$ cat src/rtl/inst_fetch_unit_if.sv
// Fetch-unit bus bundle: ROB redirect, memory-controller refill port and dispatcher output.
// The master modport is the fetch unit's view; slave is the surrounding system's view.
interface inst_fetch_unit_if;
   logic        full_from_backend;
   logic        rollback_flag_from_rob;
   logic [31:0] target_pc_from_rob;
   logic        ena_to_mc;
   logic [31:0] addr_to_mc;
   logic        drop_flag_to_mc;
   logic        ok_flag_from_mc;
   logic [31:0] inst_from_mc;
   logic        ok_flag_to_dsp;
   logic [31:0] inst_to_dsp;
   logic [31:0] pc_to_dsp;

   modport master (
      input  full_from_backend, rollback_flag_from_rob, target_pc_from_rob,
      input  ok_flag_from_mc, inst_from_mc,
      output ena_to_mc, addr_to_mc, drop_flag_to_mc,
      output ok_flag_to_dsp, inst_to_dsp, pc_to_dsp
   );

   modport slave (
      output full_from_backend, rollback_flag_from_rob, target_pc_from_rob,
      output ok_flag_from_mc, inst_from_mc,
      input  ena_to_mc, addr_to_mc, drop_flag_to_mc,
      input  ok_flag_to_dsp, inst_to_dsp, pc_to_dsp
   );
endinterface

$ cat src/rtl/inst_fetch_unit.sv
// Instruction fetch front end: fetch PC plus a direct-mapped one-word-per-line I-cache
// refilled from the memory controller, issuing one instruction per cycle on hits.
//
// state      | meaning
// S_IDLE     | look up pc; issue on hit, raise refill request on miss
// S_WAIT_MEM | refill outstanding at r_addr, waiting for ok_flag_from_mc
module inst_fetch_unit #(
   parameter int          ICACHE_IDX_BITS = 6,
   parameter logic [31:0] RESET_PC        = 32'h0
) (
   input  logic              i_clk,
   input  logic              i_rst,
   input  logic              i_rdy,
   inst_fetch_unit_if.master if_fu
);
   localparam int LINES = 1 << ICACHE_IDX_BITS;
   localparam int TAG_W = 32 - ICACHE_IDX_BITS - 2;

   typedef enum logic {S_IDLE, S_WAIT_MEM} state_t;

   state_t                     r_state, w_state_nxt;
   logic [31:0]                r_pc, w_pc_nxt;
   logic                       r_ena, w_ena_nxt;
   logic [31:0]                r_addr, w_addr_nxt;
   logic                       r_drop, w_drop_nxt;
   logic                       r_ok, w_ok_nxt;
   logic [31:0]                r_inst, w_inst_nxt;
   logic [31:0]                r_pcd, w_pcd_nxt;
   logic [LINES-1:0]           r_valid;
   logic [31:0]                r_line [LINES];
   logic [TAG_W-1:0]           r_tag  [LINES];

   logic [ICACHE_IDX_BITS-1:0] w_idx;
   logic [ICACHE_IDX_BITS-1:0] w_fill_idx;
   logic                       w_hit;
   logic                       w_fill;

   assign w_idx      = r_pc[ICACHE_IDX_BITS+1:2];
   assign w_fill_idx = r_addr[ICACHE_IDX_BITS+1:2];
   assign w_hit      = r_valid[w_idx] && (r_tag[w_idx] == r_pc[31:ICACHE_IDX_BITS+2]);

   always_comb begin
      w_state_nxt = r_state;
      w_pc_nxt    = r_pc;
      w_ena_nxt   = r_ena;
      w_addr_nxt  = r_addr;
      w_drop_nxt  = 1'b0;
      w_ok_nxt    = 1'b0;
      w_inst_nxt  = r_inst;
      w_pcd_nxt   = r_pcd;
      w_fill      = 1'b0;
      if (i_rdy) begin
         if (if_fu.rollback_flag_from_rob) begin
            // a refill completing on the rollback cycle is kept; otherwise it is abandoned
            if (r_state == S_WAIT_MEM) begin
               if (if_fu.ok_flag_from_mc) w_fill     = 1'b1;
               else                       w_drop_nxt = 1'b1;
            end
            w_pc_nxt    = if_fu.target_pc_from_rob;
            w_state_nxt = S_IDLE;
            w_ena_nxt   = 1'b0;
         end else begin
            case (r_state)
               S_IDLE: begin
                  if (!if_fu.full_from_backend) begin
                     if (w_hit) begin
                        w_ok_nxt   = 1'b1;
                        w_inst_nxt = r_line[w_idx];
                        w_pcd_nxt  = r_pc;
                        w_pc_nxt   = r_pc + 32'd4;
                     end else begin
                        w_ena_nxt   = 1'b1;
                        w_addr_nxt  = r_pc;
                        w_state_nxt = S_WAIT_MEM;
                     end
                  end
               end
               S_WAIT_MEM: begin
                  if (if_fu.ok_flag_from_mc) begin
                     w_fill      = 1'b1;
                     w_ena_nxt   = 1'b0;
                     w_state_nxt = S_IDLE;
                  end
               end
               default: w_state_nxt = S_IDLE;
            endcase
         end
      end
   end

   always_ff @(posedge i_clk) begin
      if (!i_rst) begin
         r_state <= S_IDLE;
         r_pc    <= RESET_PC;
         r_valid <= '0;
         r_ena   <= 1'b0;
         r_addr  <= '0;
         r_drop  <= 1'b0;
         r_ok    <= 1'b0;
         r_inst  <= '0;
         r_pcd   <= '0;
      end else begin
         r_state <= w_state_nxt;
         r_pc    <= w_pc_nxt;
         r_ena   <= w_ena_nxt;
         r_addr  <= w_addr_nxt;
         r_drop  <= w_drop_nxt;
         r_ok    <= w_ok_nxt;
         r_inst  <= w_inst_nxt;
         r_pcd   <= w_pcd_nxt;
         if (w_fill) r_valid[w_fill_idx] <= 1'b1;
      end
   end

   // data/tag storage carries no reset; the valid vector alone qualifies it
   always_ff @(posedge i_clk) begin
      if (i_rst && w_fill) begin
         r_line[w_fill_idx] <= if_fu.inst_from_mc;
         r_tag[w_fill_idx]  <= r_addr[31:ICACHE_IDX_BITS+2];
      end
   end

   assign if_fu.ena_to_mc       = r_ena;
   assign if_fu.addr_to_mc      = r_addr;
   assign if_fu.drop_flag_to_mc = r_drop;
   assign if_fu.ok_flag_to_dsp  = r_ok;
   assign if_fu.inst_to_dsp     = r_inst;
   assign if_fu.pc_to_dsp       = r_pcd;
endmodule

$ cat src/flat_wrapper.sv
// flat-port wrapper written by rule: the top's interface ports become plain ports
module inst_fetch_unit_flat 
#(
   parameter int          ICACHE_IDX_BITS = 6,
   parameter logic [31:0] RESET_PC        = 32'h0
)
  (i_clk, i_rst, i_rdy, if_fu_full_from_backend, if_fu_rollback_flag_from_rob, if_fu_target_pc_from_rob, if_fu_ok_flag_from_mc, if_fu_inst_from_mc, if_fu_ena_to_mc, if_fu_addr_to_mc, if_fu_drop_flag_to_mc, if_fu_ok_flag_to_dsp, if_fu_inst_to_dsp, if_fu_pc_to_dsp);
  inst_fetch_unit_if if_fu_i ();
  input  logic i_clk;
  input  logic i_rst;
  input  logic i_rdy;
  input wire logic [$bits(if_fu_i.full_from_backend)-1:0] if_fu_full_from_backend;
  input wire logic [$bits(if_fu_i.rollback_flag_from_rob)-1:0] if_fu_rollback_flag_from_rob;
  input wire logic [$bits(if_fu_i.target_pc_from_rob)-1:0] if_fu_target_pc_from_rob;
  input wire logic [$bits(if_fu_i.ok_flag_from_mc)-1:0] if_fu_ok_flag_from_mc;
  input wire logic [$bits(if_fu_i.inst_from_mc)-1:0] if_fu_inst_from_mc;
  output wire logic [$bits(if_fu_i.ena_to_mc)-1:0] if_fu_ena_to_mc;
  output wire logic [$bits(if_fu_i.addr_to_mc)-1:0] if_fu_addr_to_mc;
  output wire logic [$bits(if_fu_i.drop_flag_to_mc)-1:0] if_fu_drop_flag_to_mc;
  output wire logic [$bits(if_fu_i.ok_flag_to_dsp)-1:0] if_fu_ok_flag_to_dsp;
  output wire logic [$bits(if_fu_i.inst_to_dsp)-1:0] if_fu_inst_to_dsp;
  output wire logic [$bits(if_fu_i.pc_to_dsp)-1:0] if_fu_pc_to_dsp;
  assign if_fu_i.full_from_backend = if_fu_full_from_backend;
  assign if_fu_i.rollback_flag_from_rob = if_fu_rollback_flag_from_rob;
  assign if_fu_i.target_pc_from_rob = if_fu_target_pc_from_rob;
  assign if_fu_i.ok_flag_from_mc = if_fu_ok_flag_from_mc;
  assign if_fu_i.inst_from_mc = if_fu_inst_from_mc;
  assign if_fu_ena_to_mc = if_fu_i.ena_to_mc;
  assign if_fu_addr_to_mc = if_fu_i.addr_to_mc;
  assign if_fu_drop_flag_to_mc = if_fu_i.drop_flag_to_mc;
  assign if_fu_ok_flag_to_dsp = if_fu_i.ok_flag_to_dsp;
  assign if_fu_inst_to_dsp = if_fu_i.inst_to_dsp;
  assign if_fu_pc_to_dsp = if_fu_i.pc_to_dsp;
  inst_fetch_unit #(.ICACHE_IDX_BITS(ICACHE_IDX_BITS), .RESET_PC(RESET_PC)) u_core (.i_clk(i_clk), .i_rst(i_rst), .i_rdy(i_rdy), .if_fu(if_fu_i));
endmodule
$ cat config.mk
export PLATFORM = sky130hd
export DESIGN_NAME = inst_fetch_unit_flat
export DESIGN_NICKNAME = d
export VERILOG_FILES = /design/src/rtl/inst_fetch_unit_if.sv /design/src/rtl/inst_fetch_unit.sv /design/src/flat_wrapper.sv
export SDC_FILE = /design/constraint.sdc
export NUM_CORES = 2
export LEC_CHECK = 0
export BUFFER_PORTS_ARGS = -buffer_cell sky130_fd_sc_hd__buf_2
export CAP_MARGIN = 15
export CORE_ASPECT_RATIO = 0.8
export CORE_MARGIN = 2
export CORE_UTILIZATION = 50
export DETAILED_ROUTE_END_ITERATION = 10
export PLACE_DENSITY = 0.68
export SLEW_MARGIN = 20
export SYNTH_ARGS = -nofsm -noshare
export SYNTH_HDL_FRONTEND = slang
export SYNTH_SLANG_ARGS = --single-unit
$ cat constraint.sdc
create_clock -name i_clk -period 4.3 [get_ports i_clk]
set_input_delay 0.43 -clock i_clk [delete_from_list [all_inputs] [get_ports i_clk]]
set_output_delay 0.43 -clock i_clk [all_outputs]
set_load 0.01 [all_outputs]
**Yosys cells after proc, flatten, opt, wreduce, memory -nomap -nowiden**

Memories as Yosys holds them, arrays and structs flattened. A register that Yosys moved wholly into a read port is not among the register bits.
Cells that the tools add are included.

- Memories kept: 2
- Logic and storage cells: 64
- Register bits after elaboration: 164
- Bits in writable memories: 3,584
- Bits of input ports: 70
- Output and inout port bits: 99

Memories:

| memory | words | bits a word | read ports | clocked after Yosys merged registers in | write ports | line | source |
|---|---|---|---|---|---|---|---|
| u_core.r_line | 64 | 32 | 1 | 1 | 1 | inst_fetch_unit.sv:30 | `logic [31:0] r_line [LINES];` |
| u_core.r_tag | 64 | 24 | 1 | 1 | 1 | inst_fetch_unit.sv:31 | `logic [TAG_W-1:0] r_tag [LINES];` |

- $lt $le $gt $ge: 3
- Multiplexer cells: 26
- Eq/ne operators: 6
- Bitwise logic cells: 7
- Add/subtract/negate cells: 1
- Reductions and logical operators: 11

Operator list:

| kind | number |
|---|---|
| 2-to-1 mux 32 bit | 4 |
| OR 64 bit | 1 |
| adder 32 x 3 -> 32 bit, second input constant | 1 |
| == test 24 bit | 1 |
| 2-to-1 mux 1 bit | 16 |
| < comparator 6 x 7 -> 1 bit, second input constant | 2 |
| 2-to-1 mux 6 bit | 2 |
| AND reduction 4 bit | 3 |
| AND reduction 5 bit | 2 |
| != test 3 bit, second input constant | 3 |
| binary-select mux 1 bit (select 6 bit) | 1 |
| demux 1 bit (select 6 bit) | 1 |
| >= comparator 6 x 1 -> 1 bit, second input constant | 1 |
| NOT 1 bit | 6 |
| OR reduction 5 bit | 1 |
| one-hot mux 1 bit (2 select lines) | 2 |
| logical AND 1 bit | 3 |
| != test 2 x 1 -> 1 bit, second input constant | 1 |
| != test 2 bit, second input constant | 1 |
| nonzero test 2 bit | 1 |
| logical NOT 1 bit | 1 |

**Longest topological paths before layout**

- Depth after elaboration: 9
- Mapped depth: 20
- Depth with buffers taken out: 11

**Least setup slack after synthesis**

OpenSTA, ideal clock, no wires.

- Path type: register -> register
- Start point: register with a tool-made name
- End point: register u_core.r_pcd[26], in the netlist u_core.if_fu.pc_to_dsp[26]
- Data required time: 4,172 ps
- Setup time: 128 ps
- Arrival: 4,127 ps
- Cell stages (with the launch flop): 18
- Buffers on the path: 8
- Clock period less this slack: 4,254 ps
- Path slack: 46 ps
- Cell sequence: dfxtp_1 -> buf_4 -> buf_6 -> buf_4 -> buf_4 -> buf_4 -> a211oi_1 -> a2111oi_0 -> a21oi_1 -> xnor2_1 -> or4_1 -> or4_1 -> buf_2 -> nor4_4 -> buf_6 -> buf_6 -> mux2i_1 -> nor2_1

RTL lines:

| element | line | source |
|---|---|---|
| to (signal assigned) | inst_fetch_unit.sv:110 | `r_pcd <= w_pcd_nxt;` |
| to (decl) | inst_fetch_unit.sv:28 | `logic [31:0] r_pcd, w_pcd_nxt;` |

==> out/metrics.yaml <==
final_cells: 11423
dp_hpwl_um: 239000
switching_share_pct: 20.7
route.detailed.drc: 0
die_y_um: 486
antenna_found_initial: 20
worstHoldStart: "if_fu_rollback_flag_from_rob"
fin_setup_tns_ns: -13.51
vias_per_cell: 6.73
crit_type: "flop to flop"
hold_depth: 3
total_power_mw: 74.4
max_freq_mhz: 221
finalSetupViolCount: 116
cp-start-kind: "flop"
syn_area_um2: 145000
reg2reg_depth: 19
worst_pin_slew_ns: 1.12
crit_path_end_kind: "flop"
synth_nets: 6532
p_leak_nw: 50.3
hold_class: "input port to flop"
htreeDepth: 5
yosys.area.top_type_share_pct: 74.2
drv_slew: 0
seq_area_frac_synth_pct: 77.0
core_um2: 288000
yosys_warnings: 0
grt-ovfl-total: 0
insertion_delay_ns: 0.91
cts_root_buf: "clkbuf_16"
grt_usage_pct: 29.3
area_delta_synth_final_pct: 16.8
io_pins: 169
cts_buffers: 368
grt_max_degree: 159
max_stage_delay_ns: 0.53
synthFlopType: "edfxtp_1"
clockPowerShare_pct: 42.2
timing.rr.end: "u_core.if_fu.pc_to_dsp[13]$_SDFFE_PN0P_"
first_pass_iters: 6
final_antenna_net_count: 0
multiInputGateArea_um2: 32800
syn_inst: 6461
post_dp_cell_area_um2: 155000
crit_path_frequent_cell: "buf_12"
finalCritPeriodShare_pct: 105
holdPathEnd: "u_core.r_pc[29]$_SDFFE_PN0P_"
critical_path_buf_inv_count: 8
n_fill_cell: 20087
status: "finished with violations"
worst-r2r-setup-slack_ns: -0.23
grt_setup_unrepaired: "true"
path_clk_slew_ns: 0.07
avgSynthCellArea_um2: 22.4
crit_fanout: 8
synth.distinct_cells: 74
layout-drive-gt1-share_pct: 34.3
path_delay_family: "buffers and inverters"
drv_cap: 0
p_int_mw: 59.0
numPortBuffers: 168
hold_viol: 0
p_per_area_nw_per_um2: 439
wire_per_inst_um: 38.1
skew_ns: 0.0590
seqCellArea_um2: 112000
grt_pass1_wl_um: 594000
synth_commonest_cells: "3,584 x edfxtp_1, 1,023 x mux4_2, 252 x mux2i_1, 239 x nor2_1, 203 x clkbuf_1"
die_x_um: 606
violations: "negative setup slack"
path_cells: "buf_12 > buf_12 > buf_16 > buf_12 > mux4_2 > a22oi_2 > nand2_2 > a211oi_2 > a41o_1 > buf_12 > xnor2_1 > or4_4 > or2_4 > nor4_4 > buf_4 > buf_8 > buf_12 > mux2i_1 > nor2_1"
power_switching_mw: 15.4
yosysMostFrequentCell: "edfxtp_1"
row_count: 176
critPathRequiredTime_ns: 5.04
cts_tree: "done"
max-slew-margin-rel_pct: 25.3
die_area_um2: 294000
synth.area.top_cells: "edfxtp_1 74%, mux4_2 16%, dfxtp_1 2.8%"
fin_ws_ns: -0.227
place_inst: 10635
cts.sinks: 3786
vias: 76932
whs_ns: 0.0650
ctsLongestPathBuffers: 4
peakVddDrop_mv: 0.337
drtIter0Drc: 13775
synth_edf_count: 3584
initial_utilization_pct: 50.3
fin_area_um2: 169000
final_nets: 7351
worstPathArrival_ns: 5.27
seq_power_share_pct: 54.0
layout_min_cycle_time_ns: 4.53
comb_power_share_pct: 3.7
async_flop_share_pct: 0
ys_ff_latch: 3786
gp_congestion: 0.928
slowest_stage: "mux4_2"
grt_pass1_vias: 73354
drt_wl_total_um: 436000
yosys.area.top_type: "edfxtp_1"
==> worst reg2reg max path: stages (launching register included) <==
cell,delay (ns)
dfxtp_4,0.44
buf_12,0.16
buf_12,0.16
buf_16,0.17
buf_12,0.13
mux4_2,0.53
a22oi_2,0.19
nand2_2,0.09
a211oi_2,0.23
a41o_1,0.23
buf_12,0.15
xnor2_1,0.07
or4_4,0.45
or2_4,0.27
nor4_4,0.33
buf_4,0.18
buf_8,0.15
buf_12,0.16
mux2i_1,0.21
nor2_1,0.08
==> cell type report <==
type                            count  area share, %
Inverter                           12         0.0310
Clock buffer                      466           5.79
Multi-Input combinational cell   2287           19.4
Sequential cell                  3786           66.0
Antenna cell                       24         0.0355
Tap cell                         3827           2.83
Clock inverter                    196           1.03
Timing Repair Buffer              825           4.93
==> power by group through the flow <==
| stage | clock [mW] | combinational (mW) | sequential, mW |
|---|---|---|---|
| finish | 31.4 | 2.76 | 40.2 |
| global route | 33.1 | 2.88 | 40.2 |
| CTS | 31.7 | 2.65 | 40.2 |
| detailed placement | 0 | 2.56 | 41.0 |
| global placement | 0 | 2.52 | 41.0 |
| floorplan | 0 | 1.41 | 40.9 |
==> worst max-delay path by stage <==
stage               start                                        end  cells after the start
floorplan            flop    u_core.if_fu.pc_to_dsp[26]$_SDFFE_PN0P_                     17
global placement     flop               u_core.r_pc[14]$_SDFFE_PN0P_                     16
detailed placement   flop               u_core.r_pc[14]$_SDFFE_PN0P_                     16
CTS                  flop  u_core.if_fu.inst_to_dsp[16]$_SDFFE_PN0P_                     17
global route         flop  u_core.if_fu.inst_to_dsp[16]$_SDFFE_PN0P_                     18
finish               flop    u_core.if_fu.pc_to_dsp[13]$_SDFFE_PN0P_                     19
==> sequential cells by signal, summed over array words and instances (netlist names), named ones only <==
signal                        flops
u_core.r_line                  2048
u_core.r_tag                   1536
u_core.r_valid                   64
u_core.if_fu.addr_to_mc          32
u_core.if_fu.inst_to_dsp         32
u_core.if_fu.pc_to_dsp           32
u_core.r_pc                      32
u_core.if_fu.drop_flag_to_mc      1
u_core.if_fu.ena_to_mc            1
u_core.if_fu.ok_flag_to_dsp       1
u_core.r_state                    1
==> placed cells by master, fill, tap and decap left out, types with 66 or more instances in the layout <==
| cell | Yosys | routed |
|---|---|---|
| clkbuf_16 | 0 | 385 |
| buf_2 | 74 | 167 |
| clkbuf_1 | 203 | 82 |
| a21o_1 | 66 | 66 |
| nand2_1 | 148 | 141 |
| clkinv_1 | 1 | 72 |
| mux2i_1 | 252 | 242 |
| buf_4 | 35 | 415 |
| mux4_2 | 1023 | 1023 |
| edfxtp_1 | 3584 | 3584 |
| buf_12 | 0 | 162 |
| nor2_1 | 239 | 170 |
| dfxtp_1 | 202 | 166 |
==> per-stage QoR <==
step	setup slack (ns)	util, %
6_report	-0.227	58.8
3_5_place_dp	-0.649	54.0
4_1_cts	-0.200	58.3
2_1_floorplan	0.0455	-
3_3_place_gp	-0.711	54.0
5_1_grt	-0.296	58.8
==> cells by family after synthesis <==
logic type,count (synthesis),share of synthesized area [%]
simple gates,578,1.81
xor+xnor,33,0.199
flops,3786,77.0
buf+inv,390,1.27
fa+ha+maj,1,0.00863
mux,1300,17.8
compound gates,373,1.85
==> layer usage <==
layer | global-route usage [%] | wire [um] | vias up
li1 | - | - | 29014
met1 | 42.8 | 164000 | 41001
met2 | 43.2 | 195000 | 6032
met3 | 6.59 | 56800 | 883
met4 | 12.0 | 20500 | 2
met5 | 0 | 12 | -
==> timing repair <==
| action | CTS | global route |
|---|---|---|
| setup endpoints to repair | 132 | 132 |
| gates resized for setup | 88 | 150 |
| setup buffers | 21 | 44 |
| cloned | 4 | 14 |
| pin swaps | 28 | 62 |
| hold endpoints to repair | 26 | 0 |
| hold buffers | 24 | 0 |
Note: power is estimated with default switching activity, not from simulation.
